--- config.mk ---
export PLATFORM = sky130hd
export DESIGN_NAME = status_display
export DESIGN_NICKNAME = d
export VERILOG_FILES = /design/src/rtl/status_pkg.sv /design/src/rtl/seg_encoder.sv /design/src/rtl/status_display.sv
export SDC_FILE = /design/constraint.sdc
export NUM_CORES = 1
export LEC_CHECK = 0
export BUFFER_PORTS_ARGS = -buffer_cell sky130_fd_sc_hd__buf_4
export CORE_AREA = 4 4 142 144
export CTS_BUF_LIST = sky130_fd_sc_hd__clkbuf_8
export DETAILED_ROUTE_END_ITERATION = 8
export DIE_AREA = 0 0 146 148
export GPL_TIMING_DRIVEN = 0
export MAX_ROUTING_LAYER = met4
export PLACE_DENSITY = 0.46
export SLEW_MARGIN = 0
export SYNTH_ARGS = -nofsm -noshare
export SYNTH_HDL_FRONTEND = slang
export SYNTH_HIERARCHICAL = 1
export SYNTH_SLANG_ARGS = --single-unit
--- constraint.sdc ---
create_clock -name clk -period 4.7 [get_ports clk]
set_input_delay 0.47 -clock clk [delete_from_list [all_inputs] [get_ports clk]]
set_output_delay 0.47 -clock clk [all_outputs]
set_load 0.05 [all_outputs]
--- src/rtl/status_pkg.sv ---
// Shared types, segment constants and the per-state message table for status_display.
package status_pkg;

  typedef enum logic [1:0] {
    IDLE  = 2'd0,
    BUSY  = 2'd1,
    DONE  = 2'd2,
    ERROR = 2'd3
  } mode_t;

  typedef enum logic [4:0] {
    CH_0 = 5'd0,  CH_1 = 5'd1,  CH_2 = 5'd2,  CH_3 = 5'd3,
    CH_4 = 5'd4,  CH_5 = 5'd5,  CH_6 = 5'd6,  CH_7 = 5'd7,
    CH_8 = 5'd8,  CH_9 = 5'd9,  CH_A = 5'd10, CH_B = 5'd11,
    CH_C = 5'd12, CH_D = 5'd13, CH_E = 5'd14, CH_F = 5'd15,
    CH_O = 5'd16, CH_R = 5'd17, CH_T = 5'd18, CH_U = 5'd19,
    CH_N = 5'd20, CH_I = 5'd21, CH_L = 5'd22, CH_DASH = 5'd23,
    CH_BLANK = 5'd24
  } char_t;

  localparam logic [6:0] SEG_BLANK = 7'h7F;
  localparam logic [6:0] SEG_DASH  = 7'b0111111;

  localparam int unsigned IDX_W         = 5;
  localparam int unsigned MSG_LEN_BUSY  = 3;
  localparam int unsigned MSG_LEN_DONE  = 7;
  localparam int unsigned MSG_LEN_ERROR = 7;

  // IDLE reports zero length: it fills every digit and never scrolls
  function automatic logic [IDX_W-1:0] msg_len(input mode_t m);
    case (m)
      BUSY:    msg_len = IDX_W'(MSG_LEN_BUSY);
      DONE:    msg_len = IDX_W'(MSG_LEN_DONE);
      ERROR:   msg_len = IDX_W'(MSG_LEN_ERROR);
      default: msg_len = '0;
    endcase
  endfunction

  function automatic char_t msg_char(input mode_t m, input logic [IDX_W-1:0] idx,
                                     input logic [7:0] err);
    msg_char = CH_BLANK;
    case (m)
      IDLE: msg_char = CH_DASH;
      BUSY: begin
        case (idx)
          5'd0:    msg_char = CH_R;
          5'd1:    msg_char = CH_U;
          5'd2:    msg_char = CH_N;
          default: msg_char = CH_BLANK;
        endcase
      end
      DONE: begin
        case (idx)
          5'd0:    msg_char = CH_C;
          5'd1:    msg_char = CH_O;
          5'd2:    msg_char = CH_R;
          5'd3:    msg_char = CH_R;
          5'd4:    msg_char = CH_E;
          5'd5:    msg_char = CH_C;
          5'd6:    msg_char = CH_T;
          default: msg_char = CH_BLANK;
        endcase
      end
      default: begin
        case (idx)
          5'd0:    msg_char = CH_F;
          5'd1:    msg_char = CH_A;
          5'd2:    msg_char = CH_I;
          5'd3:    msg_char = CH_L;
          5'd5:    msg_char = char_t'(5'({1'b0, err[7:4]}));
          5'd6:    msg_char = char_t'(5'({1'b0, err[3:0]}));
          default: msg_char = CH_BLANK;
        endcase
      end
    endcase
  endfunction

endpackage

--- src/rtl/seg_encoder.sv ---
// Character code to active-low {g,f,e,d,c,b,a} segment pattern, purely combinational.
module seg_encoder
  import status_pkg::*;
(
  input  char_t      ch_i,
  output logic [6:0] seg_o_c
);

  always_comb begin
    seg_o_c = SEG_BLANK;
    case (ch_i)
      CH_0:    seg_o_c = 7'b1000000;
      CH_1:    seg_o_c = 7'b1111001;
      CH_2:    seg_o_c = 7'b0100100;
      CH_3:    seg_o_c = 7'b0110000;
      CH_4:    seg_o_c = 7'b0011001;
      CH_5:    seg_o_c = 7'b0010010;
      CH_6:    seg_o_c = 7'b0000010;
      CH_7:    seg_o_c = 7'b1111000;
      CH_8:    seg_o_c = 7'b0000000;
      CH_9:    seg_o_c = 7'b0010000;
      CH_A:    seg_o_c = 7'b0001000;
      CH_B:    seg_o_c = 7'b0000011;
      CH_C:    seg_o_c = 7'b1000110;
      CH_D:    seg_o_c = 7'b0100001;
      CH_E:    seg_o_c = 7'b0000110;
      CH_F:    seg_o_c = 7'b0001110;
      CH_O:    seg_o_c = 7'b1000000;
      CH_R:    seg_o_c = 7'b0101111;
      CH_T:    seg_o_c = 7'b0001111;
      CH_U:    seg_o_c = 7'b1100011;
      CH_N:    seg_o_c = 7'b0101011;
      CH_I:    seg_o_c = 7'b1111001;
      CH_L:    seg_o_c = 7'b1000111;
      CH_DASH: seg_o_c = SEG_DASH;
      default: seg_o_c = SEG_BLANK;
    endcase
  end

endmodule

--- src/rtl/status_display.sv ---
// Test-status readout for an N-digit active-low 7-segment bank with scrolling messages.
// Optional ERROR blink enabled by defining STATUS_DISPLAY_BLINK_EN.
module status_display
  import status_pkg::*;
#(
  parameter int unsigned NDIGITS  = 8,
  parameter int unsigned TICK_DIV = 25_000_000
) (
  input  logic                    clk,
  input  logic                    reset,
  input  logic                    start,
  input  logic                    done,
  input  logic                    error,
  input  logic                    clear,
  input  logic [7:0]              err_code,
  output logic [NDIGITS-1:0][6:0] seg,
  output mode_t                   mode
);

  localparam int unsigned DIV_W = (TICK_DIV > 1) ? $clog2(TICK_DIV) : 1;

  mode_t                   state_q, state_d;
  logic [DIV_W-1:0]        div_q, div_d;
  logic [IDX_W-1:0]        pos_q, pos_d;
  logic [7:0]              err_q, err_d;
  logic [NDIGITS-1:0][6:0] seg_q, seg_nx;
  logic                    chg_c, tick_c, scroll_c;
  logic [IDX_W-1:0]        len_c, idx_c;
  char_t                   chars [NDIGITS];
`ifdef STATUS_DISPLAY_BLINK_EN
  logic                    phase_q, phase_d;
`endif

  // Next state in priority order, plus divider/scroll/error-latch updates
  always_comb begin
    state_d = state_q;
    if (error)                                         state_d = ERROR;
    else if (clear)                                    state_d = IDLE;
    else if (done && (state_q == IDLE || state_q == BUSY)) state_d = DONE;
    else if (start && state_q == IDLE)                 state_d = BUSY;

    chg_c    = (state_d != state_q);
    tick_c   = (div_q == DIV_W'(TICK_DIV - 1));
    len_c    = msg_len(state_q);
    scroll_c = (32'(len_c) > NDIGITS);

    div_d = div_q + DIV_W'(1);
    if (chg_c || tick_c) div_d = '0;

    pos_d = pos_q;
    if (chg_c)                  pos_d = '0;
    else if (tick_c && scroll_c) pos_d = (pos_q == len_c) ? '0 : pos_q + IDX_W'(1);

    err_d = err_q;
    if (chg_c && state_d == ERROR) err_d = err_code;

`ifdef STATUS_DISPLAY_BLINK_EN
    phase_d = phase_q;
    if (chg_c && state_d == ERROR)        phase_d = 1'b1;
    else if (state_q == ERROR && tick_c)  phase_d = ~phase_q;
`endif
  end

  // Character per digit, index 0 leftmost; scrolling windows over message plus one blank gap
  always_comb begin
    idx_c = '0;
    for (int i = 0; i < NDIGITS; i++) begin
      idx_c = IDX_W'(i);
      if (scroll_c) begin
        idx_c = pos_q + IDX_W'(i);
        if (idx_c > len_c) idx_c = idx_c - len_c - IDX_W'(1);
      end
      chars[i] = msg_char(state_q, idx_c, err_q);
`ifdef STATUS_DISPLAY_BLINK_EN
      if (state_q == ERROR && !phase_q) chars[i] = CH_BLANK;
`endif
    end
  end

  for (genvar g = 0; g < NDIGITS; g++) begin : g_digit
    seg_encoder u_enc (
      .ch_i    (chars[g]),
      .seg_o_c (seg_nx[NDIGITS-1-g])
    );
  end

  always_ff @(posedge clk) begin
    if (reset) begin
      state_q <= IDLE;
      div_q   <= '0;
      pos_q   <= '0;
      err_q   <= '0;
      seg_q   <= {NDIGITS{SEG_BLANK}};
`ifdef STATUS_DISPLAY_BLINK_EN
      phase_q <= 1'b1;
`endif
    end else begin
      state_q <= state_d;
      div_q   <= div_d;
      pos_q   <= pos_d;
      err_q   <= err_d;
      seg_q   <= seg_nx;
`ifdef STATUS_DISPLAY_BLINK_EN
      phase_q <= phase_d;
`endif
    end
  end

  assign seg  = seg_q;
  assign mode = state_q;

endmodule
==> results.yml, run 1 <==
status:
  outcome: "completed"
finish:
  final_util_pct: 35.37
  drive_gt1_share_pct: 29.17
  diodes: 0
  nets: 833
  area_delta_synth_final_pct: 18.86
  fill_cells: 1908
flow_run:
  cap_violations: 0
place:
  hpwl_microns: 10920
  place.gp.congestion: 0.8866
  io_buffers: 70
sta:
  slew_headroom_pct: 38.51
  finalSetupTns_ns: 0
  slew_violations: 0
  hold_viol: 0
  setup_viol: 0
  holdWs_ns: 0.3592
  period_minus_slack_ns: 3.882
  timing.final.crit_share_pct: 82.60
  worst_slew_pin_slew_ns: 0.9224
  fmax_mhz: 257.6
  rsz0062_at_grt: "no"
  skew_ns: 0.01535
global_route:
  grt_antenna_before_repair: 0
  grt_pass1_wl_microns: 24070
  grt.total_usage_pct: 13.87
  gr-usage-met1_pct: 17.39
  grtUsageMet2_pct: 22.77
  grt_overflow: 0
  grt_util_met3_pct: 2.483
  grt_max_degree: 46
  grt_pass1_vias: 4785
  grt-busiest-layer: "met2"
logic_synthesis:
  yosys.cell_count.top_type: "dfxtp_1"
  async_flop_share_pct: 0
  synthTopCellsByArea: "dfxtp_1 (24%), ha_1 (14%), or2_2 (4.6%), buf_6 (4.2%), inv_1 (4.0%)"
  yosys_register_bits: 66
  yosys.area.top_type: "dfxtp_1"
  synth_area_sq_um: 5567
  synth_cells: 662
  synth_common_cells: "dfxtp_1 (66), ha_1 (63), inv_1 (60)"
  syn_area_per_cell_sq_um: 8.409
  yosysSeqAreaShare_pct: 23.74
  synth_cell_type_count: 68
  synth_top_area_share_pct: 23.74
  ys.flop_type: "dfxtp_1"
  yosysWarnings: 6
  synth-edff-count: 0
floorplanning:
  dieArea_sq_um: 21610
  core-area_sq_um: 18710
  die_w_microns: 146
  io-pin-count: 72
  initial_core_util_pct: 29.76
  rows: 50
  die_y_microns: 148
power_and_ir_drop:
  pwr-share-comb_pct: 48.6
  peakVddDrop_v: 0.0001102
  p_clk_share_pct: 21.2
  p_sw_mw: 0.9336
  p_seq_share_pct: 30.2
  intPower_mw: 1.216
  power_density_nw_per_um2: 324.9
  leakagePower_nw: 2.933
  swShare_pct: 43.43
clock_network:
  clkLatencyLatePin_ns: 0.37
  ctsResizeCount: 0
  htree_num_levels: 3
  cts_made_buffers: 9
  ctsHoldBuffers: 0
  path_clk_slew_ns: 0.08
  tritoncts: "built"
  cts.sinks: 66
  cts_setup_buffers: 0
  clockBufferDepth: 2
  clockRootBuffer: "clkbuf_8"
routing:
  drc: 0
  antenna_left: 0
  dr_total_vias: 4945
  drt_iter0_markers: 261
  wl_per_cell_microns: 15.04
  drtPass1Iterations: 4
  vias_per_cell: 4.970
  wl_microns: 14960
setup_path:
  start_kind: "flip-flop"
  cp.required_ns: 4.96
  reg2reg_setup_slack_ns: 0.82
  cp_max_fo: 45
  endpoint_kind: "flip-flop"
  critical_path_class: "reg -> reg"
  cp.arrival_ns: 4.14
worst_hold_path:
  hold_class: "in -> reg"
kinds of logic after synthesis:
group           count (synthesis)  share of synthesized area [%]
flops                          66                          23.74
mux                            37                          8.047
fa+ha+maj                      63                          14.16
simple gates                  191                          18.43
compound gates                192                          24.25
xor+xnor                        1                         0.1574
other cells                     2                         0.1349
buf+inv                       110                          11.08
sequential cells by signal, indices dropped and copies added, names as in the netlist:
| signal | count |
|---|---|
| err_q | 8 |
| mode | 2 |
| seg | 56 |
critical path, cell delays in order (launching register included):
cell and delay, ns:
dfxtp_1 0.42, inv_1 0.18, ha_2 0.82, nor2_1 0.11
nor2_1 0.71, inv_1 0.25, ha_1 0.47, inv_1 0.06
a221oi_1 0.32, o22ai_1 0.15, or2_2 0.28
routing by layer:
metal  part of all wire, %  vias to the layer above
met2                    48                      109
met3                   3.7                       12
met5                     0                        -
li1                      -                     2511
met1                    47                     2313
met4                   1.6                        0
power groups by stage:
stage          clock (mW)  sequential [mW]  combinational (mW)
2_1_floorplan           0            0.879               0.567
5_1_grt             0.496            0.656                1.13
3_5_place_dp            0            0.662                1.04
6_report            0.455            0.649                1.05
3_3_place_gp            0            0.662                1.04
4_1_cts             0.481            0.650                1.04
cell usage in the layout, fill, tap and decap left out, drive strengths merged, types with 5 or more instances in the layout:
cell	netlist	final
ha	63	63
a21oi	39	39
o211ai	8	8
nand2b	7	7
a2111oi	5	5
a31oi	17	17
nor2b	10	10
a221oi	22	22
a32oi	14	14
nand2	54	54
nor2	23	23
conb	2	15
buf	46	116
nor3	15	15
mux2i	11	11
mux2	26	26
a21o	6	6
o22ai	9	9
or2	63	63
a311oi	6	6
clkbuf	2	11
o21ai	30	30
dfxtp	66	66
a211oi	17	17
inv	62	62
final timing paths:
kind | endpoint | cells after the start | start
worst max register to register | seg[48]$_SDFF_PP1_ | 10 | mode[0]$_SDFF_PP0_
worst max-delay path | seg[48]$_SDFF_PP1_ | 10 | mode[0]$_SDFF_PP0_
worst min register to register | err_q[6]$_SDFFE_PP0P_ | 2 | err_q[6]$_SDFFE_PP0P_
worst min-delay path | err_q[0]$_SDFFE_PP0P_ | 3 | err_code[0]
layout make-up:
class                   count  area [sq um]  area share, %
plain buffers              48         384.1          5.806
inverters                  62         232.7          3.517
clock buffers               9         123.9          1.872
well taps                 234         292.8          4.425
multi-input cells         499          3680          55.62
clock inverters             7         56.30         0.8510
flip-flops and latches     66          1321          19.97
repair buffers             70         525.5          7.943
per-stage QoR:
stage | cells | cell area (sq um) | setup slack (ns) | power [mW]
after CTS | 995 | 6616 | 0.8451 | 2.175
after detailed placement | 979 | 6436 | 0.8539 | 1.701
final | 995 | 6616 | 0.8176 | 2.150
after global routing | 995 | 6616 | 0.5351 | 2.287
after global placement | 979 | 6434 | 0.3004 | 1.704
after floorplan | 675 | 5615 | 1.083 | 1.446
Power figures use the tool's default switching activity.
==> run 2, diff against run 1 <==
Settings changed: PLACE_DENSITY 0.46 to 0.48.
Clock period 4.7 ns to 3.2 ns, I/O delays scaled along.
==> run 2 against run 1 <==
Clock skew down 0.0014 ns. Count of clock-buffer cells in the layout up 2. Total power up 47%. Clock power up 45%. Fmax up 30%. Non-clock buffer count up 1. Via count up 0.95%. Largest power group unchanged. Highest routed layer unchanged.
==> results.yml, run 2 (synthesized netlist as in run 1, its figures left out) <==
finish:
  largest_reg_flops: 56
  final_cell_mix: "buf_4 (76), dfxtp_1 (64), ha_1 (61), inv_1 (60), nand2_1 (53)"
  final_util_pct: 35.71
  fill_cells: 1912
  diodes: 0
  area_delta_synth_final_pct: 20.00
  drive_gt1_share_pct: 30.05
  layout_commonest_cell: "buf_4"
  nets: 834
sta:
  setup_viol: 0
  hold_viol: 0
  worst_slew_pin_slew_ns: 0.5520
  timing.final.crit_share_pct: 93.43
  slew_headroom_pct: 63.16
  rsz0062_at_grt: "no"
  period_minus_slack_ns: 2.990
  fmax_mhz: 334.5
  slew_violations: 0
  setup_slack_ns: 0.2102
  skew_ns: 0.01392
floorplanning:
  core-area_sq_um: 18710
  die_w_microns: 146
  rows: 50
  io-pin-count: 72
  initial_core_util_pct: 29.76
  dieArea_sq_um: 21610
  die_y_microns: 148
place:
  place.gp.congestion: 0.9250
  io_buffers: 70
  post-place-ws_ns: -0.4215
  hpwl_microns: 10850
power_and_ir_drop:
  peakVddDrop_v: 0.0002000
  p_sw_mw: 1.333
  pwr-share-comb_pct: 48.9
  p_clk_share_pct: 20.9
  totalPowerFinal_mw: 3.162
  p_seq_share_pct: 30.1
  intPower_mw: 1.829
  leakagePower_nw: 2.960
  swShare_pct: 42.15
  power_density_nw_per_um2: 473.4
flow_run:
  cap_violations: 0
setup_path:
  endpoint_kind: "flip-flop"
  reg2reg_setup_slack_ns: 0.21
  cp_max_fo: 8
  cp.arrival_ns: 3.23
  timing.critical_path.from: "mode[0]$_SDFF_PP0_"
  cp.required_ns: 3.44
  critical_path_class: "reg -> reg"
  r2r_start: "mode[0]$_SDFF_PP0_"
  r2r-end: "seg[9]$_SDFF_PP1_"
  start_kind: "flip-flop"
  reg2reg_depth: 11
clock_network:
  tritoncts: "built"
  path_clk_slew_ns: 0.08
  clkLatencyLatePin_ns: 0.36
  htree_num_levels: 3
  cts_made_buffers: 9
  clockRootBuffer: "clkbuf_8"
  ctsHoldBuffers: 0
  cts.sinks: 66
  clockBufferDepth: 2
worst_hold_path:
  hold_class: "in -> reg"
  worstHoldPathCells: 3
  min-delay-start: "err_code[0]"
  min_to: "err_q[0]$_SDFFE_PP0P_"
global_route:
  grt_util_met3_pct: 2.238
  grtUsageMet2_pct: 22.07
  grt_antenna_before_repair: 0
  gr-usage-met1_pct: 17.76
  grt.total_usage_pct: 13.87
  grt-busiest-layer: "met2"
  grt_pass1_wl_microns: 24170
  grt_max_degree: 25
  grt_overflow: 0
  grt_pass1_vias: 4771
routing:
  vias_per_cell: 5.012
  antenna_left: 0
  wl_microns: 14770
  drc: 0
  dr_total_vias: 4992
  wl_per_cell_microns: 14.83
  drtPass1Iterations: 5
  drt_iter0_markers: 295
status:
  outcome: "completed"
run 2: cell count changes in the layout (fill, tap and decap cells not counted), sizes merged:
cell / previous run / this run
clkinvlp: 4 / 2
clkbuf: 11 / 14
run 2: repair_timing:
item,CTS,global route
setup endpoints to repair,15,15
gates resized for setup,6,6
buffers inserted,1,0
run 2: metal layers:
metal,wire [microns],vias up
li1,-,2512
met1,6776,2311
met2,6902,152
met3,800,17
met4,293,0
met5,0,-
run 2: layout make-up:
type                       count  area, sq um  area share [%]
clock inverter                 5        30.03          0.4495
multi-input combinational    499         3716           55.63
clock buffer                  11        151.4           2.266
timing repair buffer          71        540.5           8.091
tap                          234        292.8           4.383
buffer                        48        386.6           5.788
inverter                      62        236.5           3.540
sequential                    66         1326           19.85
run 2: worst max-delay path, cell delays in order (launching register included):
cell and delay (ns):
dfxtp_4 0.40, inv_1 0.17, ha_1 0.21, or2_2 0.24, nor2_1 0.10, a21oi_2 0.32, inv_1 0.18, ha_1 0.40
mux2_1 0.32, a32oi_1 0.18, o21ai_1 0.08, or2_2 0.27
run 2: stage by stage:
step / TNS (ns) / hold WS, ns / instances / instance area, sq um
floorplan: 0 / 0.4329 / 675 / 5628
global placement: -1.554 / 0.4434 / 979 / 6446
detailed placement: -2.556 / 0.4465 / 979 / 6446
CTS: 0 / 0.1824 / 996 / 6668
global route: 0 / 0.1997 / 996 / 6680
finish: 0 / 0.2093 / 996 / 6680
run 2: worst max-delay path by stage:
stage | to | depth (start not counted)
detailed placement | seg[44]$_SDFF_PP1_ | 10
global route | seg[9]$_SDFF_PP1_ | 11
CTS | seg[9]$_SDFF_PP1_ | 11
finish | seg[9]$_SDFF_PP1_ | 11
global placement | seg[44]$_SDFF_PP1_ | 10
floorplan | seg[9]$_SDFF_PP1_ | 10
run 2: power by group through the flow:
stage	Combinational, mW	Sequential, mW	Clock, mW
3_3_place_gp	1.52	0.970	0
6_report	1.55	0.953	0.662
3_5_place_dp	1.53	0.970	0
5_1_grt	1.68	0.964	0.731
4_1_cts	1.55	0.953	0.701
2_1_floorplan	0.835	1.29	0
==> run 3, diff against run 2 <==
Settings changed: CORE_AREA 4 4 142 144 to 5 5 143 145, DIE_AREA 0 0 146 148 to 0 0 148 150.
==> run 3 against run 2 <==
Die area up 2.7%. Via count grew 0.42%. Design area up 0.84%. Highest routed layer unchanged. Critical path depth stayed put. Clock skew is 0.00076 ns higher.
==> results.yml, run 3 (synthesized netlist as in run 1, its figures left out) <==
status:
  outcome: "completed"
sta:
  slew_headroom_pct: 62.00
  worst_slew_pin_slew_ns: 0.5701
  setup_viol: 0
  fmax_mhz: 336.7
  rsz0062_at_grt: "no"
  skew_ns: 0.01469
  period_minus_slack_ns: 2.970
  timing.final.crit_share_pct: 92.82
  setup_slack_ns: 0.2298
  holdWs_ns: 0.1768
  slew_violations: 0
  finalSetupTns_ns: 0
  hold_viol: 0
setup_path:
  cp_cell_sequence: "ha_4 > buf_2 > inv_1 > nand2_1 > nand2_1 > inv_1 > ha_1 > mux2_1 > a32oi_1 > o21ai_1 > or2_1"
  critical_path_class: "reg -> reg"
  reg2reg_setup_slack_ns: 0.23
  cp.arrival_ns: 3.23
  reg2reg_depth: 11
  r2r-end: "seg[16]$_SDFF_PP1_"
  r2r_start: "mode[1]$_SDFF_PP0_"
  cp_max_fo: 10
  start_kind: "flip-flop"
  crit_slowest_cell: "dfxtp_2"
  cp.required_ns: 3.46
  endpoint_kind: "flip-flop"
  slowest_delay_ns: 0.46
worst_hold_path:
  min_to: "mode[0]$_SDFF_PP0_"
  hold_class: "in -> reg"
  worstHoldPathCells: 3
  min-delay-start: "error"
routing:
  drc: 0
  wl_microns: 15230
  vias_per_cell: 5.013
  antenna_left: 0
  wl_per_cell_microns: 15.23
  drt_iter0_markers: 225
  drtPass1Iterations: 5
  dr_total_vias: 5013
place:
  io_buffers: 70
  post-place-ws_ns: -0.3652
  dpl.cell_count: 983
  hpwl_microns: 11140
  place.gp.congestion: 0.8801
power_and_ir_drop:
  swShare_pct: 41.29
  power_density_nw_per_um2: 494.4
  leakagePower_nw: 2.972
  intPower_mw: 1.955
  peakVddDrop_v: 0.0002307
  p_clk_share_pct: 24.5
  p_sw_mw: 1.375
  p_seq_share_pct: 28.6
  pwr-share-comb_pct: 46.9
finish:
  largest_reg_flops: 56
  layout.cells.non_filler: 1000
  area_delta_synth_final_pct: 21.02
  nets: 834
  drive_gt1_share_pct: 30.31
  layout_commonest_cell: "buf_4"
  diodes: 0
  final_cell_mix: "buf_4 (76), dfxtp_1 (64), ha_1 (61), inv_1 (59), nand2_1 (53)"
clock_network:
  clockBufferDepth: 2
  tritoncts: "built"
  ctsHoldBuffers: 0
  path_clk_slew_ns: 0.09
  clkLatencyLatePin_ns: 0.37
  clockRootBuffer: "clkbuf_8"
  cts_made_buffers: 9
  cts.sinks: 66
  htree_num_levels: 3
floorplanning:
  die_y_microns: 150
  die_w_microns: 148
  core-area_sq_um: 19080
  dieArea_sq_um: 22200
  io-pin-count: 72
  rows: 51
  initial_core_util_pct: 29.18
global_route:
  grt_pass1_vias: 5046
  grt_max_degree: 25
  grt_pass1_wl_microns: 25350
  grt_antenna_before_repair: 0
  grt_overflow: 0
  grt.total_usage_pct: 14.25
flow_run:
  cap_violations: 0
run 3: worst max-delay path by stage:
| stage | end | start | slack, ns |
|---|---|---|---|
| 2_1_floorplan | seg[9]$_SDFF_PP1_ | mode[0]$_SDFF_PP0_ | 0.02 |
| 3_3_place_gp | seg[44]$_SDFF_PP1_ | mode[0]$_SDFF_PP0_ | -0.37 |
| 3_5_place_dp | seg[48]$_SDFF_PP1_ | mode[0]$_SDFF_PP0_ | -0.37 |
| 4_1_cts | seg[18]$_SDFF_PP1_ | mode[1]$_SDFF_PP0_ | 0.04 |
| 5_1_grt | seg[51]$_SDFF_PP1_ | mode[1]$_SDFF_PP0_ | 0.01 |
| 6_report | seg[16]$_SDFF_PP1_ | mode[1]$_SDFF_PP0_ | 0.23 |
run 3: power by group through the flow:
stage          Clock (mW)  Combinational (mW)  Sequential [mW]
2_1_floorplan           0               0.835             1.29
6_report            0.815                1.56            0.953
5_1_grt             0.880                1.69            0.964
3_5_place_dp            0                1.53            0.972
3_3_place_gp            0                1.53            0.969
4_1_cts             0.849                1.55            0.955
run 3: final cells by class:
type / instances / area, sq um
Timing Repair Buffer: 71 / 540.5
Fill cell: 1975 / 12340
Tap cell: 238 / 297.8
Sequential cell: 66 / 1326
Inverter: 62 / 236.5
Clock inverter: 7 / 101.3
Clock buffer: 9 / 123.9
Multi-Input combinational cell: 499 / 3726
Buffer: 48 / 384.1
run 3: through the flow:
step | power (mW) | util [%] | area (sq um)
after floorplan | 2.126 | - | 5628
after global placement | 2.497 | 33.81 | 6451
after detailed placement | 2.506 | 33.81 | 6451
after CTS | 3.355 | 35.20 | 6716
after global routing | 3.538 | 35.31 | 6736
final | 3.330 | 35.31 | 6736
run 3: what timing repair did:
| action | 4_1_cts | 5_1_grt |
|---|---|---|
| setup buffers | 1 | 0 |
| pin swaps | 0 | 0 |
| endpoints found under the setup margin | 14 | 16 |
| resized for setup | 6 | 7 |
run 3: worst max-delay path, delay by kind of cell, from the launching register on:
| kind | cells | cell delay [ns] |
|---|---|---|
| buffers and inverters | 3 | 0.63 |
| and+or+nand+nor | 3 | 0.62 |
| adders and majority gates | 2 | 0.58 |
| DFF | 1 | 0.46 |
| muxes | 1 | 0.31 |
| AOI/OAI and AO/OA | 2 | 0.26 |
run 3: per-layer routing:
| layer | share of wire (%) | vias to the layer above | wire [microns] | GRT usage (%) |
|---|---|---|---|---|
| li1 | - | 2501 | - | - |
| met5 | 0 | - | 0 | - |
| met3 | 4.9 | 18 | 744 | 3.089 |
| met2 | 47 | 129 | 7123 | 22.93 |
| met1 | 47 | 2365 | 7136 | 17.85 |
| met4 | 1.5 | 0 | 230 | 4.711 |
